File: src/rtl/truth_table_extractor_pkg.sv
// truth_table_pkg: shared state encoding and sizing helpers for the truth-table extractor.
package truth_table_pkg;
  typedef enum logic [1:0] {IDLE, DRIVE, DONE} state_t;
  localparam int SETTLE_DEFAULT = 4;
  function automatic int TT_WIDTH(input int n);
    return 2 ** n;
  endfunction
endpackage

File: src/rtl/truth_table_extractor_settle_timer.sv
// settle_timer: loadable down-counter; o_tc pulses on the last cycle of each hold interval and reloads.
module settle_timer #(
  parameter int W = 3
) (
  input  logic         clk,
  input  logic         rst,
  input  logic         i_load,
  input  logic         i_en,
  input  logic [W-1:0] i_load_val,
  output logic [W-1:0] o_cnt,
  output logic         o_tc
);
  logic [W-1:0] r_cnt;
  assign o_cnt = r_cnt;
  assign o_tc  = i_en && r_cnt == '0;
  always_ff @(posedge clk) begin
    if (rst) r_cnt <= '0;
    else if (i_load || o_tc) r_cnt <= i_load_val;
    else if (i_en) r_cnt <= r_cnt - 1'b1;
  end
endmodule

File: src/rtl/truth_table_extractor.sv
// truth_table_extractor: sweeps all GUT input combinations and assembles the hex truth-table code.
// Optional TRUTH_TABLE_STABILITY_CHECK_EN adds one extra hold cycle per combination to detect late-settling outputs.
module truth_table_extractor import truth_table_pkg::*; #(
  parameter int N_IN = 3,
  parameter int SETTLE_CYCLES = SETTLE_DEFAULT,
  parameter logic [TT_WIDTH(N_IN)-1:0] EXPECTED = 8'hE9
) (
  input  logic                      clk,
  input  logic                      rst,
  input  logic                      start,
  output logic [N_IN-1:0]           drive,
  input  logic                      sample,
  output logic                      busy,
  output logic                      done,
  output logic [TT_WIDTH(N_IN)-1:0] table_out,
  output logic                      valid,
  output logic                      match,
  output logic                      unstable
);
  localparam int W = TT_WIDTH(N_IN);
`ifdef TRUTH_TABLE_STABILITY_CHECK_EN
  localparam int HOLD = SETTLE_CYCLES + 1;
`else
  localparam int HOLD = SETTLE_CYCLES;
`endif
  localparam int CW = $clog2(HOLD + 1);
  // the timer counts down, so the capture point sits HOLD-SETTLE_CYCLES cycles before terminal count
  localparam logic [CW-1:0] CAP_AT = CW'(HOLD - SETTLE_CYCLES);
  localparam logic [N_IN:0] K_LAST = (N_IN + 1)'(W - 1);
  state_t           r_state;
  logic [N_IN:0]    r_k;
  logic [N_IN-1:0]  r_drive;
  logic [W-1:0]     r_table;
  logic             r_busy, r_done, r_valid, r_match, r_unstable;
  logic [CW-1:0]    w_cnt;
  logic             w_tc, w_cap;
  logic [N_IN-1:0]  w_pos;
  settle_timer #(.W(CW)) u_timer (
    .clk(clk),
    .rst(rst),
    .i_load(r_state != DRIVE),
    .i_en(r_state == DRIVE),
    .i_load_val(CW'(HOLD - 1)),
    .o_cnt(w_cnt),
    .o_tc(w_tc)
  );
  assign w_cap = r_state == DRIVE && w_cnt == CAP_AT;
  assign w_pos = ~r_k[N_IN-1:0];
  always_ff @(posedge clk) begin
    if (rst) begin
      r_state    <= IDLE;
      r_k        <= '0;
      r_drive    <= '0;
      r_table    <= '0;
      r_busy     <= 1'b0;
      r_done     <= 1'b0;
      r_valid    <= 1'b0;
      r_match    <= 1'b0;
      r_unstable <= 1'b0;
    end else begin
      case (r_state)
        IDLE: if (start) begin
          r_table    <= '0;
          r_valid    <= 1'b0;
          r_match    <= 1'b0;
          r_unstable <= 1'b0;
          r_k        <= '0;
          r_drive    <= '0;
          r_busy     <= 1'b1;
          r_state    <= DRIVE;
        end
        DRIVE: begin
          if (w_cap) r_table[w_pos] <= sample;
`ifdef TRUTH_TABLE_STABILITY_CHECK_EN
          if (w_tc && sample != r_table[w_pos]) r_unstable <= 1'b1;
`endif
          if (w_tc) begin
            r_k     <= r_k + 1'b1;
            r_drive <= r_k == K_LAST ? '0 : r_drive + 1'b1;
            r_done  <= r_k == K_LAST;
            r_state <= r_k == K_LAST ? DONE : DRIVE;
          end
        end
        default: begin
          r_done  <= 1'b0;
          r_busy  <= 1'b0;
          r_valid <= 1'b1;
          r_match <= r_table == EXPECTED && !r_unstable;
          r_state <= IDLE;
        end
      endcase
    end
  end
  assign drive     = r_drive;
  assign busy      = r_busy;
  assign done      = r_done;
  assign table_out = r_table;
  assign valid     = r_valid;
  assign match     = r_match;
  assign unstable  = r_unstable;
endmodule

File: config.mk
export PLATFORM = sky130hd
export DESIGN_NAME = truth_table_extractor
export DESIGN_NICKNAME = d
export VERILOG_FILES = /design/src/rtl/truth_table_extractor_pkg.sv /design/src/rtl/truth_table_extractor_settle_timer.sv /design/src/rtl/truth_table_extractor.sv
export SDC_FILE = /design/constraint.sdc
export NUM_CORES = 1
export LEC_CHECK = 0
export ABC_AREA = 1
export CAP_MARGIN = 20
export CORE_ASPECT_RATIO = 0.8
export CORE_MARGIN = 5
export CORE_UTILIZATION = 40
export CTS_CLUSTER_SIZE = 20
export DETAILED_ROUTE_END_ITERATION = 16
export SLEW_MARGIN = 25
export SYNTH_ARGS = -nofsm -noshare
export SYNTH_HDL_FRONTEND = slang
export SYNTH_SLANG_ARGS = --single-unit
File: constraint.sdc
create_clock -name clk -period 1.7 [get_ports clk]
set_input_delay 0.255 -clock clk [delete_from_list [all_inputs] [get_ports clk]]
set_output_delay 0.255 -clock clk [all_outputs]
set_load 0.01 [all_outputs]
==> tab_implementation.tex <==
\begin{tabular}{lr}
\hline
Metric & Value \\
\hline
\multicolumn{2}{l}{\textbf{Pwr}} \\
Internal power & 0.940 mW \\
Share of total power in the clock network & 0.283 \\
Net switching share of the total power & 0.296 \\
Share of total power in sequential cells & 0.461 \\
Static leakage & 0.627 nW \\
Final total power & 1.34 mW \\
Total net switching power & 0.396 mW \\
Power density cells & 896 nW/µm² \\
Peak VDD IR & 542 µV \\
Combinational Power Share & 0.256 \\
\multicolumn{2}{l}{\textbf{Clock network}} \\
TritonCTS clock tree & built \\
Number of levels the H-tree was split into & 1 \\
Clk\_lat worst skew & 260 ps \\
Worst-case clock buffer depth & 2 \\
Clk pin slew, worst setup/hold paths & 80 ps \\
Post-cts resize count & 0 \\
Library cell used as clock root buffer & clkbuf\_8 \\
Post-CTS Setup Repair Bufs & 0 \\
CTS Hold Bufs & 0 \\
Number of clock buffers inserted by TritonCTS & 3 \\
Clock Sink Count & 24 \\
\multicolumn{2}{l}{\textbf{Critical path}} \\
Cell seen most often among critical-path stages & ha\_1 \\
Count of buffer and inverter cells on the critical path & 3 \\
Critical Path AT & 1710 ps \\
Cell type of the slowest stage on the worst timing path & dfxtp\_1 \\
Cell family with the largest share of critical-path delay & adder cells \\
Endpoint required time on the critical path & 1860 ps \\
CP max FO & 8 \\
Type of the worst setup path & reg2reg \\
Highest cell delay on the worst timing path & 320 ps \\
Cells traversed along the worst timing path & inv\_1 -> ha\_1 -> ha\_1 -> inv\_2 -> a21oi\_2 -> buf\_4 -> nand3\_1 -> nor2\_1 -> nor3\_1 \\
Critical path capture point type & register \\
Type of element launching the critical path & register \\
\multicolumn{2}{l}{\textbf{STA}} \\
Final-report setup violation count & 0 \\
Final slew viol count & 0 \\
Total negative slack for setup checks & 0 ps \\
Maximum clock rate & 647 MHz \\
Max Clock Skew & 3.90 ps \\
Post-route worst setup slack & 155 ps \\
Final critical path time including I/O delays and setup & 1540 ps \\
Final Hold Violating Endpoints & 0 \\
Unrepaired setup endpoints after global routing & no \\
Tcrit/Tclk final & 0.909 \\
Worst hold margin & 453 ps \\
\multicolumn{2}{l}{\textbf{Die}} \\
Chip Height & 59.2 µm \\
Die W & 71.5 µm \\
Area of the core & 2830 µm² \\
FP Rows & 17 \\
IO Pins & 20 \\
Initial Util & 0.428 \\
Area of the die & 4230 µm² \\
\multicolumn{2}{l}{\textbf{Place}} \\
Final RePlAce weighted congestion & 0.810 \\
Worst setup slack after placement & 172 ps \\
Final HPWL DP & 2.00 mm \\
Number of buffers added on ports & 18 \\
Placed instance area & 1440 µm² \\
Cell count after placement & 222 \\
\multicolumn{2}{l}{\textbf{GRT}} \\
Initial antenna violation count & 0 \\
Global route overflow & 0 \\
Pin count of the biggest net entering global routing & 15 \\
Overall global routing resource usage & 0.135 \\
First-pass GRT wire length & 4.57 mm \\
Number of global-route vias before repair & 1053 \\
\multicolumn{2}{l}{\textbf{Finish}} \\
Number of filler instances in the final layout & 275 \\
Layout cells sized above 1 & 0.128 \\
Antenna diodes & 0 \\
Final standard cell count with taps included and fillers excluded & 226 \\
Area added between synthesis and finish & 23.3\% \\
Final non-filler cell area & 1490 µm² \\
Sequential Area & 480 µm² \\
Multi-input gate area & 601 µm² \\
Nets & 197 \\
Final design utilization & 0.527 \\
\multicolumn{2}{l}{\textbf{Drt}} \\
Via-per-instance ratio & 4.92 \\
DRC Markers & 0 \\
Count of TritonRoute iterations in the first routing pass & 4 \\
ANT nets after route & 0 \\
Total number of vias & 1111 \\
DRC marker count from the first detailed-route iteration & 95 \\
Sum of routed wire length over all layers & 2.61 mm \\
Average detailed-routed wire length per instance & 11.6 µm \\
\multicolumn{2}{l}{\textbf{Yosys}} \\
Synthesized net count & 175 \\
Number of enable-type register cells in the synthesized netlist & 0 \\
Share of async-settable or async-resettable flops after synthesis & 0 \\
Summed instance area of the synthesized netlist & 1210 µm² \\
Most area-consuming cells after synthesis & dfxtp\_1 40\%, nand2\_1 12\%, a21oi\_1 8.3\%, nand3\_1 7.4\%, inv\_1 5.9\% \\
Most used flip-flop cell after synthesis & dfxtp\_1 \\
Largest area contributor in the netlist & dfxtp\_1 \\
Portion of synthesized cell area occupied by the leading cell type & 0.397 \\
Most numerous cell in the Yosys netlist & nand2\_1 \\
Number of instances in the synthesized netlist & 167 \\
Synth Area per Inst & 7.24 µm² \\
Part of the Yosys area used for sequential elements & 0.397 \\
Leading cell types by count after synthesis & 39 x nand2\_1, 24 x dfxtp\_1, 20 x a21oi\_1 \\
Yosys cell types & 26 \\
Count of synthesis-stage warnings from yosys & 0 \\
Count of state elements after synthesis & 24 \\
\multicolumn{2}{l}{\textbf{Run status}} \\
Status & finished, final reports clean \\
\multicolumn{2}{l}{\textbf{Job}} \\
Number of max-capacitance violations reported & 0 \\
\multicolumn{2}{l}{\textbf{Hold path}} \\
Hold Path Class & reg2reg \\
\hline
\end{tabular}
## sequential cells by signal, summed over array words and instances (netlist names)
name,cells
valid,1
busy,1
done,1
u_timer.o_cnt,3
match,1
r_state,2
drive,3
table_out,8
r_k,4
## cell type report
class,count,share of cell area
clock buffers,4,0.0369
inverters,22,0.0554
multi-input cells,114,0.403
flip-flops and latches,24,0.322
well taps,38,0.0319
repair buffers,24,0.151
## power by group through the flow
stage                     clock, mW  sequential, mW  combinational [mW]
after floorplan                   0           0.632               0.240
after global placement            0           0.628               0.335
after detailed placement          0           0.629               0.342
after CTS                     0.396           0.616               0.343
after global routing          0.419           0.620               0.378
final                         0.378           0.616               0.342
## layer usage
layer	global-route usage	routed length [µm]	up-vias
met5	0	0	-
met4	0.0429	23	0
met3	0.0441	133	5
met2	0.213	1170	35
met1	0.173	1290	491
li1	-	-	580
## final timing paths
check / startpoint / to / slack, ps / depth (start not counted)
worst max register to register: u_timer.o_cnt[0]$_SDFFE_PP0P_ / r_k[3]$_SDFFE_PP0P_ / 160 / 9
worst min register to register: u_timer.o_cnt[0]$_SDFFE_PP0P_ / u_timer.o_cnt[0]$_SDFFE_PP0P_ / 450 / 1
worst min-delay path: u_timer.o_cnt[0]$_SDFFE_PP0P_ / u_timer.o_cnt[0]$_SDFFE_PP0P_ / 450 / 1
worst max-delay path: u_timer.o_cnt[0]$_SDFFE_PP0P_ / r_k[3]$_SDFFE_PP0P_ / 160 / 9
## cells by family (layout without fill, tap and decap cells)
group | after synthesis | in the layout | share of synthesized area
AO/OA/AOI/OAI | 28 | 28 | 0.131
AND/OR/NAND/NOR | 81 | 81 | 0.321
other | 1 | 1 | 0.00310
buffers and inverters | 29 | 50 | 0.107
adder cells (fa/ha/maj) | 4 | 4 | 0.0414
flip-flops | 24 | 24 | 0.397
## worst register-to-register path, cell delays in order (launching register included)
cell     delay [ps]
dfxtp_1         320
inv_1            50
ha_1            140
ha_1            210
inv_2            80
a21oi_2         200
buf_4           190
nand3_1          90
nor2_1          110
nor3_1           50
## placed cells by master, fill, tap and decap left out, types with 2 or more instances in the layout
master            n
clkbuf_8          4
nor2_4            2
ha_1              4
dfxtp_1          24
nor2_1           10
nand2_1          39
o21ai_0           3
nor3_1            5
clkdlybuf4s50_1  18
a21oi_2           2
inv_2             3
a21oi_1          20
nand2_2           2
nand3_1          18
buf_4             6
inv_1            19
Power figures use the tool's default switching activity.
